--- src/rtl/mio_bus_arbiter_if.sv ---
// Shared data-memory / peripheral bus. The arbiter is the master; memory and
// peripheral slaves sit on the slave side and answer with a variable-latency ack.
interface mio_bus_arbiter_if;
  logic        bus_req;
  logic        bus_we;
  logic [31:0] bus_addr;
  logic [31:0] bus_wdata;
  logic [2:0]  bus_dmtype;
  logic        bus_sel_io;
  logic        bus_err;
  logic [31:0] bus_rdata;
  logic        bus_ack;

  modport master (
    output bus_req,
    output bus_we,
    output bus_addr,
    output bus_wdata,
    output bus_dmtype,
    output bus_sel_io,
    output bus_err,
    input  bus_rdata,
    input  bus_ack
  );

  modport slave (
    input  bus_req,
    input  bus_we,
    input  bus_addr,
    input  bus_wdata,
    input  bus_dmtype,
    input  bus_sel_io,
    input  bus_err,
    output bus_rdata,
    output bus_ack
  );
endinterface

--- src/rtl/mio_bus_arbiter.sv ---
// Memory/IO bus controller: round-robin arbitration between the CPU data port and
// a debug/DMA requester, req/ack handshake with variable-latency slaves, watchdog abort.
module mio_bus_arbiter #(
  parameter logic [3:0]  IO_BASE_NIB = 4'hF,
  parameter int unsigned TIMEOUT     = 16
) (
  input  logic              clk_i,
  input  logic              rst_ni,
  input  logic              cpu_req_i,
  input  logic              cpu_we_i,
  input  logic [31:0]       cpu_addr_i,
  input  logic [31:0]       cpu_wdata_i,
  input  logic [2:0]        cpu_dmtype_i,
  output logic [31:0]       cpu_rdata_o,
  output logic              cpu_ready_o,
  input  logic              dbg_req_i,
  input  logic              dbg_we_i,
  input  logic [31:0]       dbg_addr_i,
  input  logic [31:0]       dbg_wdata_i,
  output logic [31:0]       dbg_rdata_o,
  output logic              dbg_ack_o,
  mio_bus_arbiter_if.master bus
);

  typedef enum logic [1:0] {
    ST_IDLE = 2'd0,
    ST_XFER = 2'd1,
    ST_RESP = 2'd2
  } state_e;

  localparam logic [2:0] DMT_WORD  = 3'b010;
  localparam logic [7:0] WAIT_LAST = 8'(TIMEOUT - 1);

  state_e      state_q,      state_d;
  logic        last_dbg_q,   last_dbg_d;
  logic        gnt_dbg_q,    gnt_dbg_d;
  logic [7:0]  wait_cnt_q,   wait_cnt_d;
  logic        bus_req_q,    bus_req_d;
  logic        bus_we_q,     bus_we_d;
  logic [31:0] bus_addr_q,   bus_addr_d;
  logic [31:0] bus_wdata_q,  bus_wdata_d;
  logic [2:0]  bus_dmtype_q, bus_dmtype_d;
  logic        bus_sel_io_q, bus_sel_io_d;
  logic [31:0] cpu_rdata_q,  cpu_rdata_d;
  logic [31:0] dbg_rdata_q,  dbg_rdata_d;
  logic        cpu_done_q,   cpu_done_d;
  logic        dbg_done_q,   dbg_done_d;

  logic        pick_dbg_s;
  logic        ack_s;
  logic        timeout_s;
  logic [31:0] rd_load_s;

  // On a tie the requester that was not served last wins.
  assign pick_dbg_s = dbg_req_i & (~cpu_req_i | ~last_dbg_q);
  assign ack_s      = (state_q == ST_XFER) & bus.bus_ack;
  assign timeout_s  = (state_q == ST_XFER) & ~bus.bus_ack & (wait_cnt_q == WAIT_LAST);
  assign rd_load_s  = ack_s ? bus.bus_rdata : 32'h0000_0000;

  // Next-state and next-output computation for the transfer FSM.
  always_comb begin
    state_d      = state_q;
    last_dbg_d   = last_dbg_q;
    gnt_dbg_d    = gnt_dbg_q;
    wait_cnt_d   = wait_cnt_q;
    bus_req_d    = bus_req_q;
    bus_we_d     = bus_we_q;
    bus_addr_d   = bus_addr_q;
    bus_wdata_d  = bus_wdata_q;
    bus_dmtype_d = bus_dmtype_q;
    bus_sel_io_d = bus_sel_io_q;
    cpu_rdata_d  = cpu_rdata_q;
    dbg_rdata_d  = dbg_rdata_q;
    cpu_done_d   = 1'b0;
    dbg_done_d   = 1'b0;

    case (state_q)
      ST_IDLE: begin
        if (cpu_req_i || dbg_req_i) begin
          if (pick_dbg_s) begin
            bus_we_d     = dbg_we_i;
            bus_addr_d   = dbg_addr_i;
            bus_wdata_d  = dbg_wdata_i;
            bus_dmtype_d = DMT_WORD;
            bus_sel_io_d = (dbg_addr_i[31:28] == IO_BASE_NIB);
            gnt_dbg_d    = 1'b1;
            last_dbg_d   = 1'b1;
          end else begin
            bus_we_d     = cpu_we_i;
            bus_addr_d   = cpu_addr_i;
            bus_wdata_d  = cpu_wdata_i;
            bus_dmtype_d = cpu_dmtype_i;
            bus_sel_io_d = (cpu_addr_i[31:28] == IO_BASE_NIB);
            gnt_dbg_d    = 1'b0;
            last_dbg_d   = 1'b0;
          end
          bus_req_d  = 1'b1;
          wait_cnt_d = 8'd0;
          state_d    = ST_XFER;
        end else begin
          state_d = ST_IDLE;
        end
      end

      ST_XFER: begin
        // An ack in the final wait cycle beats the watchdog.
        if (ack_s || timeout_s) begin
          if (!bus_we_q) begin
            if (gnt_dbg_q) begin
              dbg_rdata_d = rd_load_s;
            end else begin
              cpu_rdata_d = rd_load_s;
            end
          end else begin
            cpu_rdata_d = cpu_rdata_q;
            dbg_rdata_d = dbg_rdata_q;
          end
          cpu_done_d = ~gnt_dbg_q;
          dbg_done_d = gnt_dbg_q;
          bus_req_d  = 1'b0;
          state_d    = ST_RESP;
        end else begin
          wait_cnt_d = wait_cnt_q + 8'd1;
        end
      end

      ST_RESP: begin
        bus_req_d = 1'b0;
        state_d   = ST_IDLE;
      end

      default: begin
        bus_req_d = 1'b0;
        state_d   = ST_IDLE;
      end
    endcase
  end

  // State and output registers; reset leaves the CPU winning the first tie.
  always_ff @(posedge clk_i or negedge rst_ni) begin
    if (!rst_ni) begin
      state_q      <= ST_IDLE;
      last_dbg_q   <= 1'b1;
      gnt_dbg_q    <= 1'b0;
      wait_cnt_q   <= 8'd0;
      bus_req_q    <= 1'b0;
      bus_we_q     <= 1'b0;
      bus_addr_q   <= 32'h0000_0000;
      bus_wdata_q  <= 32'h0000_0000;
      bus_dmtype_q <= 3'b000;
      bus_sel_io_q <= 1'b0;
      cpu_rdata_q  <= 32'h0000_0000;
      dbg_rdata_q  <= 32'h0000_0000;
      cpu_done_q   <= 1'b0;
      dbg_done_q   <= 1'b0;
    end else begin
      state_q      <= state_d;
      last_dbg_q   <= last_dbg_d;
      gnt_dbg_q    <= gnt_dbg_d;
      wait_cnt_q   <= wait_cnt_d;
      bus_req_q    <= bus_req_d;
      bus_we_q     <= bus_we_d;
      bus_addr_q   <= bus_addr_d;
      bus_wdata_q  <= bus_wdata_d;
      bus_dmtype_q <= bus_dmtype_d;
      bus_sel_io_q <= bus_sel_io_d;
      cpu_rdata_q  <= cpu_rdata_d;
      dbg_rdata_q  <= dbg_rdata_d;
      cpu_done_q   <= cpu_done_d;
      dbg_done_q   <= dbg_done_d;
    end
  end

  assign bus.bus_req    = bus_req_q;
  assign bus.bus_we     = bus_we_q;
  assign bus.bus_addr   = bus_addr_q;
  assign bus.bus_wdata  = bus_wdata_q;
  assign bus.bus_dmtype = bus_dmtype_q;
  assign bus.bus_sel_io = bus_sel_io_q;
  // The abort pulse lands in the last wait cycle so done can follow one cycle later.
  assign bus.bus_err    = timeout_s;

  assign cpu_rdata_o = cpu_rdata_q;
  assign dbg_rdata_o = dbg_rdata_q;
  // A CPU without a memory access pending is never stalled.
  assign cpu_ready_o = ~cpu_req_i | cpu_done_q;
  assign dbg_ack_o   = dbg_done_q;

endmodule

--- src/flat_wrapper.sv ---
// flat-port wrapper written by rule: the top's interface ports become plain ports
module mio_bus_arbiter_flat 
#(
  parameter logic [3:0]  IO_BASE_NIB = 4'hF,
  parameter int unsigned TIMEOUT     = 16
)
  (clk_i, rst_ni, cpu_req_i, cpu_we_i, cpu_addr_i, cpu_wdata_i, cpu_dmtype_i, cpu_rdata_o, cpu_ready_o, dbg_req_i, dbg_we_i, dbg_addr_i, dbg_wdata_i, dbg_rdata_o, dbg_ack_o, bus_bus_req, bus_bus_we, bus_bus_addr, bus_bus_wdata, bus_bus_dmtype, bus_bus_sel_io, bus_bus_err, bus_bus_rdata, bus_bus_ack);
  mio_bus_arbiter_if bus_i ();
  input  logic clk_i;
  input  logic rst_ni;
  input  logic cpu_req_i;
  input  logic cpu_we_i;
  input  logic [31:0] cpu_addr_i;
  input  logic [31:0] cpu_wdata_i;
  input  logic [2:0] cpu_dmtype_i;
  output logic [31:0] cpu_rdata_o;
  output logic cpu_ready_o;
  input  logic dbg_req_i;
  input  logic dbg_we_i;
  input  logic [31:0] dbg_addr_i;
  input  logic [31:0] dbg_wdata_i;
  output logic [31:0] dbg_rdata_o;
  output logic dbg_ack_o;
  output wire logic [$bits(bus_i.bus_req)-1:0] bus_bus_req;
  output wire logic [$bits(bus_i.bus_we)-1:0] bus_bus_we;
  output wire logic [$bits(bus_i.bus_addr)-1:0] bus_bus_addr;
  output wire logic [$bits(bus_i.bus_wdata)-1:0] bus_bus_wdata;
  output wire logic [$bits(bus_i.bus_dmtype)-1:0] bus_bus_dmtype;
  output wire logic [$bits(bus_i.bus_sel_io)-1:0] bus_bus_sel_io;
  output wire logic [$bits(bus_i.bus_err)-1:0] bus_bus_err;
  input wire logic [$bits(bus_i.bus_rdata)-1:0] bus_bus_rdata;
  input wire logic [$bits(bus_i.bus_ack)-1:0] bus_bus_ack;
  assign bus_bus_req = bus_i.bus_req;
  assign bus_bus_we = bus_i.bus_we;
  assign bus_bus_addr = bus_i.bus_addr;
  assign bus_bus_wdata = bus_i.bus_wdata;
  assign bus_bus_dmtype = bus_i.bus_dmtype;
  assign bus_bus_sel_io = bus_i.bus_sel_io;
  assign bus_bus_err = bus_i.bus_err;
  assign bus_i.bus_rdata = bus_bus_rdata;
  assign bus_i.bus_ack = bus_bus_ack;
  mio_bus_arbiter #(.IO_BASE_NIB(IO_BASE_NIB), .TIMEOUT(TIMEOUT)) u_core (.clk_i(clk_i), .rst_ni(rst_ni), .cpu_req_i(cpu_req_i), .cpu_we_i(cpu_we_i), .cpu_addr_i(cpu_addr_i), .cpu_wdata_i(cpu_wdata_i), .cpu_dmtype_i(cpu_dmtype_i), .cpu_rdata_o(cpu_rdata_o), .cpu_ready_o(cpu_ready_o), .dbg_req_i(dbg_req_i), .dbg_we_i(dbg_we_i), .dbg_addr_i(dbg_addr_i), .dbg_wdata_i(dbg_wdata_i), .dbg_rdata_o(dbg_rdata_o), .dbg_ack_o(dbg_ack_o), .bus(bus_i));
endmodule
--- config.mk ---
export PLATFORM = sky130hd
export DESIGN_NAME = mio_bus_arbiter_flat
export DESIGN_NICKNAME = d
export VERILOG_FILES = /design/src/rtl/mio_bus_arbiter_if.sv /design/src/rtl/mio_bus_arbiter.sv /design/src/flat_wrapper.sv
export SDC_FILE = /design/constraint.sdc
export NUM_CORES = 1
export LEC_CHECK = 0
export BUFFER_PORTS_ARGS = -buffer_cell sky130_fd_sc_hd__buf_2
export CORE_MARGIN = 3
export CORE_UTILIZATION = 28
export CTS_BUF_LIST = sky130_fd_sc_hd__clkbuf_16
export DETAILED_ROUTE_END_ITERATION = 7
export SYNTH_ARGS = -nofsm -noshare
export SYNTH_HDL_FRONTEND = slang
export SYNTH_SLANG_ARGS = --single-unit
--- constraint.sdc ---
create_clock -name clk_i -period 2.3 [get_ports clk_i]
set_clock_uncertainty 0.1 [all_clocks]
set_input_delay 0.575 -clock clk_i [delete_from_list [all_inputs] [get_ports clk_i]]
set_output_delay 0.575 -clock clk_i [all_outputs]
set_load 0.01 [all_outputs]
### After elaboration in Yosys (flattened, before gate mapping)

Cells that the tools add are included.

| storage, ports and cells | value |
|---|---|
| bits in registers | 148 |
| output and inout bits | 137 |
| word-level logic and storage cells | 62 |

| cells by class | value |
|---|---|
| $add $sub $neg | 1 |
| equality and inequality tests | 7 |
| multiplexer cells | 20 |
| bitwise operators | 11 |
| reduce and logical (&&, ||, !) cells | 9 |

Operator list:

| operator | count |
|---|---|
| 32-bit two-way mux | 3 |
| 8-bit two-way mux | 2 |
| 8-bit case mux with 2 select lines | 1 |
| 1-bit two-way mux | 10 |
| 8-bit by 1-bit adder with 8-bit output, second input constant | 1 |
| 4-bit == test, second input constant | 2 |
| 8-bit by 4-bit == test with 1-bit output, second input constant | 1 |
| 4-bit AND reduction | 2 |
| 1-bit NOT | 5 |
| 1-bit bitwise AND | 4 |
| 2-bit != test, second input constant | 2 |
| 2-bit case mux with 2 select lines | 1 |
| 2-bit AND reduction | 2 |
| 3-bit two-way mux | 1 |
| 3-bit AND reduction | 1 |
| 2-bit by 1-bit == test with 1-bit output, second input constant | 1 |
| 2-bit zero test | 1 |
| 1-bit logical OR | 2 |
| 2-bit two-way mux | 1 |
| 2-bit by 1-bit != test with 1-bit output, second input constant | 1 |
| 1-bit bitwise OR | 2 |
| 1-bit case mux with 2 select lines | 1 |
| 2-bit nonzero test | 1 |

### Logic depth before layout (Yosys ltp)

| logic depth | value |
|---|---|
| word-level depth | 6 |
| depth in mapped cells | 7 |
| mapped depth without buffers | 6 |

### Worst setup path after synthesis

OpenSTA, ideal clock, no wires.

| timing | value |
|---|---|
| path kind | reg-to-output |
| start | reg u_core.wait_cnt_q[0] |
| end | out bus_bus_err |
| arrival time | 1.203 ns |
| data required time | 1.625 ns |
| path slack | 0.422 ns |
| stages on the path, launching flop included | 6 |
| buffers on the path | 1 |
| path through | dfrtp_1 ha_1 and3_1 clkbuf_2 nand2_1 nor3_1 |

| between the ends | value |
|---|---|
| cells in the longest elaborated chain, start to end | 2 |

Ends and longest elaborated chain:

| item | RTL line | text |
|---|---|---|
| start: declaration | mio_bus_arbiter.sv:37 | `logic [7:0] wait_cnt_q, wait_cnt_d;` |
| start signal: assignment | mio_bus_arbiter.sv:160 | `wait_cnt_q <= wait_cnt_d;` |
| 8-bit by 4-bit == test with 1-bit output | mio_bus_arbiter.sv:57 | `assign timeout_s = (state_q == ST_XFER) & ~bus.bus_ack & (wait_cnt_q == WAIT_LAST);` |
| 1-bit bitwise AND | mio_bus_arbiter.sv:57 |  |
| end: declaration | flat_wrapper.sv:30 | `output wire logic [$bits(bus_i.bus_err)-1:0] bus_bus_err;` |

Every way passes these cells.

### Worst setup path in the final report

| timing | value |
|---|---|
| start | reg u_core.wait_cnt_q[4] |
| end | out bus_bus_err |

Same word-level chain as after synthesis.

==> run_results.csv <==
group,metric,value,unit
worst_setup_path,path_cells,"nor4_4 > nand2_1 > nor3_2 > buf_2",
timing,setup_ws,0.103,ns
synthesis,synth_compound_area_share,17.1,%
synthesis,ys_ff_latch,148,
place,post-dp-hpwl,13700,um
routing,vias,5394,
synthesis,seq_area_frac_synth,58.4,%
worst_setup_path,slowest_delay,0.44,ns
power_and_ir_drop,p_leak,4.60,nW
synthesis,syn-cell-area,6350,um^2
worst_setup_path,critPathArrivalTime,1.52,ns
routing,drc,0,
place,dp_cells,1123,
synthesis,synth_area_per_cell,11.6,um^2
routing,post_drt_wl_per_cell,15.8,um
die,row_count,54,
timing,worst_pin_slew,0.577,ns
routing,firstDrtPassIters,4,
finish,fillers,2173,
power_and_ir_drop,vdd_ir_drop_max,0.544,mV
worst_setup_path,r2r_cells,5,
worst_setup_path,slowest_stage,"dfrtp_2",
clocking,cts_made_buffers,17,
clocking,clockBufferDepth,2,
timing,finalHoldViolCount,0,
die,die_w,157,um
clocking,htreeDepth,4,
synthesis,yosys.area_share.simple,11.1,%
finish,areaGrowthSynthToFinish,43.1,%
timing,slew_headroom,61.4,%
outcome,run_status,"completed",
synthesis,synth.area.mux_share,10.3,%
synthesis,synth_xor_area_share,0,%
place,gp_congestion,0.756,
clocking,clk_latency,0.42,ns
global_routing,grt_max_degree,45,
synthesis,yosysWarnings,0,
worst_setup_path,regToRegEndpoint,"u_core.dbg_rdata_o[24]",
global_routing,gr-total-overflow,0,
clocking,cts_tree,"done",
timing,period_share,95.5,%
worst_setup_path,start_kind,"register",
routing,wl,18400,um
timing,finalCriticalPeriod,2.20,ns
hold_path,hold_path_class,"in -> reg",
finish,fin_nets,1042,
global_routing,grt_pass1_wl,28700,um
die,die_h,157,um
die,core_area,22000,um^2
synthesis,synth_fp_nets,720,
finish,finalNonFillerCells,1164,
worst_setup_path,critPathKind,"reg -> out",
routing,vias_per_cell,4.63,
clocking,cts_root_buffer,"clkbuf_16",
timing,setup_viol,0,
finish,multiInputGateArea,2490,um^2
synthesis,yosysTopAreaCell,"dfrtp_1",
synthesis,synth_top_family_by_area,"compound AO/OA/AOI/OAI gates",
worst_setup_path,endpoint_kind,"output pin",
synthesis,synth.distinct_cells,35,
worst_setup_path,r2r-start,"u_core.wait_cnt_q[4]",
synthesis,synth_cells,549,
timing,rsz0062_at_grt,"no",
place,io_buffers,306,
global_routing,antenna_found_initial,0,
die,pin_count,307,
synthesis,synth_top_area_share,58.0,%
routing,drt_iter0_markers,274,
hold_path,hold_depth,2,
job,cap_viol_max_count,0,
finish,seq_area,3710,um^2
power_and_ir_drop,power.density,1310,nW/um^2
global_routing,grt_pass1_vias,5384,
timing,maxSlewViolCount,0,
worst_setup_path,worstPathRequired,1.62,ns
global_routing,grt_usage,14.8,%
die,die_area,24500,um^2
timing,timing.setup.tns,0,ns
worst_setup_path,rrSetupSlack,0.22,ns
die,start_util,28.8,%
timing,max_clock_freq,455,MHz
power_and_ir_drop,p_total,11.9,mW
synthesis,synth-adder-area-share,0.197,%
hold_path,worstHoldStart,"cpu_dmtype_i[2]",
finish,insertedDiodeCount,0,
synthesis,ys_top_cells_by_area,"dfrtp_1, mux2i_1, o2bb2ai_1, o21ai_0, nand2_1",
routing,ant_nets,0,
hold_path,min_to,"u_core.bus.bus_dmtype[2]",
clocking,cts_sinks,148,
place,place_ws,0.168,ns
worst_setup_path,cp_max_fo,5,
finish,drive_gt1_share,43.7,%
clocking,clkTransAtPathRegs,0.07,ns
## worst max path at each step
stage	start	to	slack, ns	cells past startpoint
final	u_core.wait_cnt_q[4]	bus_bus_err	0.10	4
after detailed placement	u_core.wait_cnt_q[0]	u_core.dbg_rdata_o[22]	0.17	5
after global routing	u_core.wait_cnt_q[4]	bus_bus_err	0.002	4
after CTS	u_core.wait_cnt_q[1]	bus_bus_err	0.01	5
after global placement	u_core.wait_cnt_q[0]	u_core.dbg_rdata_o[13]	0.21	5
after floorplan	u_core.wait_cnt_q[0]	bus_bus_err	0.42	5
## layout by cell type, fill, tap and decap left out, drive strengths merged, types with 2 or more instances in the layout
cell type / n
bufinv: 2
inv: 9
a21oi: 6
dfrtp: 147
mux2i: 65
a31oi: 2
nor3: 6
a211o: 4
nand3: 7
nand2b: 34
and3: 7
clkinvlp: 2
clkbuf: 17
o2bb2ai: 64
nand2: 72
o21a: 3
buf: 341
nor2: 6
o21ai: 69
a22o: 3
clkinv: 3
## state kept, by name, indices dropped and copies added (netlist names), 2 cells and up
register,flops
u_core.bus.bus_dmtype,3
u_core.cpu_rdata_o,32
u_core.bus.bus_addr,32
u_core.wait_cnt_q,8
u_core.dbg_rdata_o,32
u_core.state_q,2
u_core.bus.bus_wdata,32
## Yosys cell counts
cell,instances
a211o_1,4
a211oi_4,1
a21boi_0,1
a21o_4,1
a21oi_1,6
a22o_1,3
a31oi_1,2
a41oi_1,1
and2_1,1
and2b_1,1
and3_1,7
and4_1,1
buf_2,13
buf_6,3
clkbuf_1,22
clkbuf_2,1
dfrtp_1,147
dfstp_2,1
ha_1,1
inv_1,1
mux2i_1,65
nand2_1,72
nand2b_1,34
nand3_1,7
nand3b_1,1
nand4_1,1
nand4b_4,1
nor2_1,5
nor2_2,1
nor2b_1,1
nor3_1,6
nor4_4,1
o21a_1,3
o21ai_0,69
o2bb2ai_1,64
## per-layer routing
| layer | vias up | share of wire, % | track usage, % |
|---|---|---|---|
| met5 | - | 0 | 0 |
| met1 | 2534 | 43 | 18.6 |
| li1 | 2619 | - | - |
| met2 | 229 | 47 | 24.0 |
| met4 | 0 | 0.91 | 3.63 |
| met3 | 12 | 9.9 | 5.64 |
## report_power, final
part	internal [mW]	switching [mW]
sequential	3.78	0.651
clock	1.65	1.23
combinational	2.10	2.53
## logic make-up after synthesis
logic type / after synthesis
adders and majority gates: 1
AOI/OAI and AO/OA: 155
buffers and inverters: 40
and+or+nand+nor: 140
DFF: 148
muxes: 65
## stage by stage
step | utilization (%) | instance area [um^2] | hold WS [ns]
floorplan | - | 6350 | 0.179
global placement | 38.1 | 8390 | 0.357
detailed placement | 38.1 | 8390 | 0.364
CTS | 41.0 | 9030 | 0.248
global route | 41.2 | 9080 | 0.257
finish | 41.2 | 9080 | 0.278
## timing repair
item	CTS	global route
pin swaps	1	1
buffers inserted	3	5
hold buffers	1	0
gates resized for setup	3	3
endpoints found under the hold margin	34	0
setup endpoints to repair	1	1
gates cloned	0	0
## worst max-delay path, delay by kind of cell (launching register included)
| kind | cells | cell delay [ns] |
|---|---|---|
| buffers and inverters | 1 | 0.17 |
| and+or+nand+nor | 3 | 0.50 |
| DFF | 1 | 0.44 |
## layout make-up
cell class	count	area share [%]
clock inverters	15	2.03
multi-input cells	361	27.4
repair buffers	342	21.2
flip-flops and latches	148	40.8
clock buffers	17	4.69
inverters	1	0.0413
well taps	280	3.86
Power figures use the tool's default switching activity.
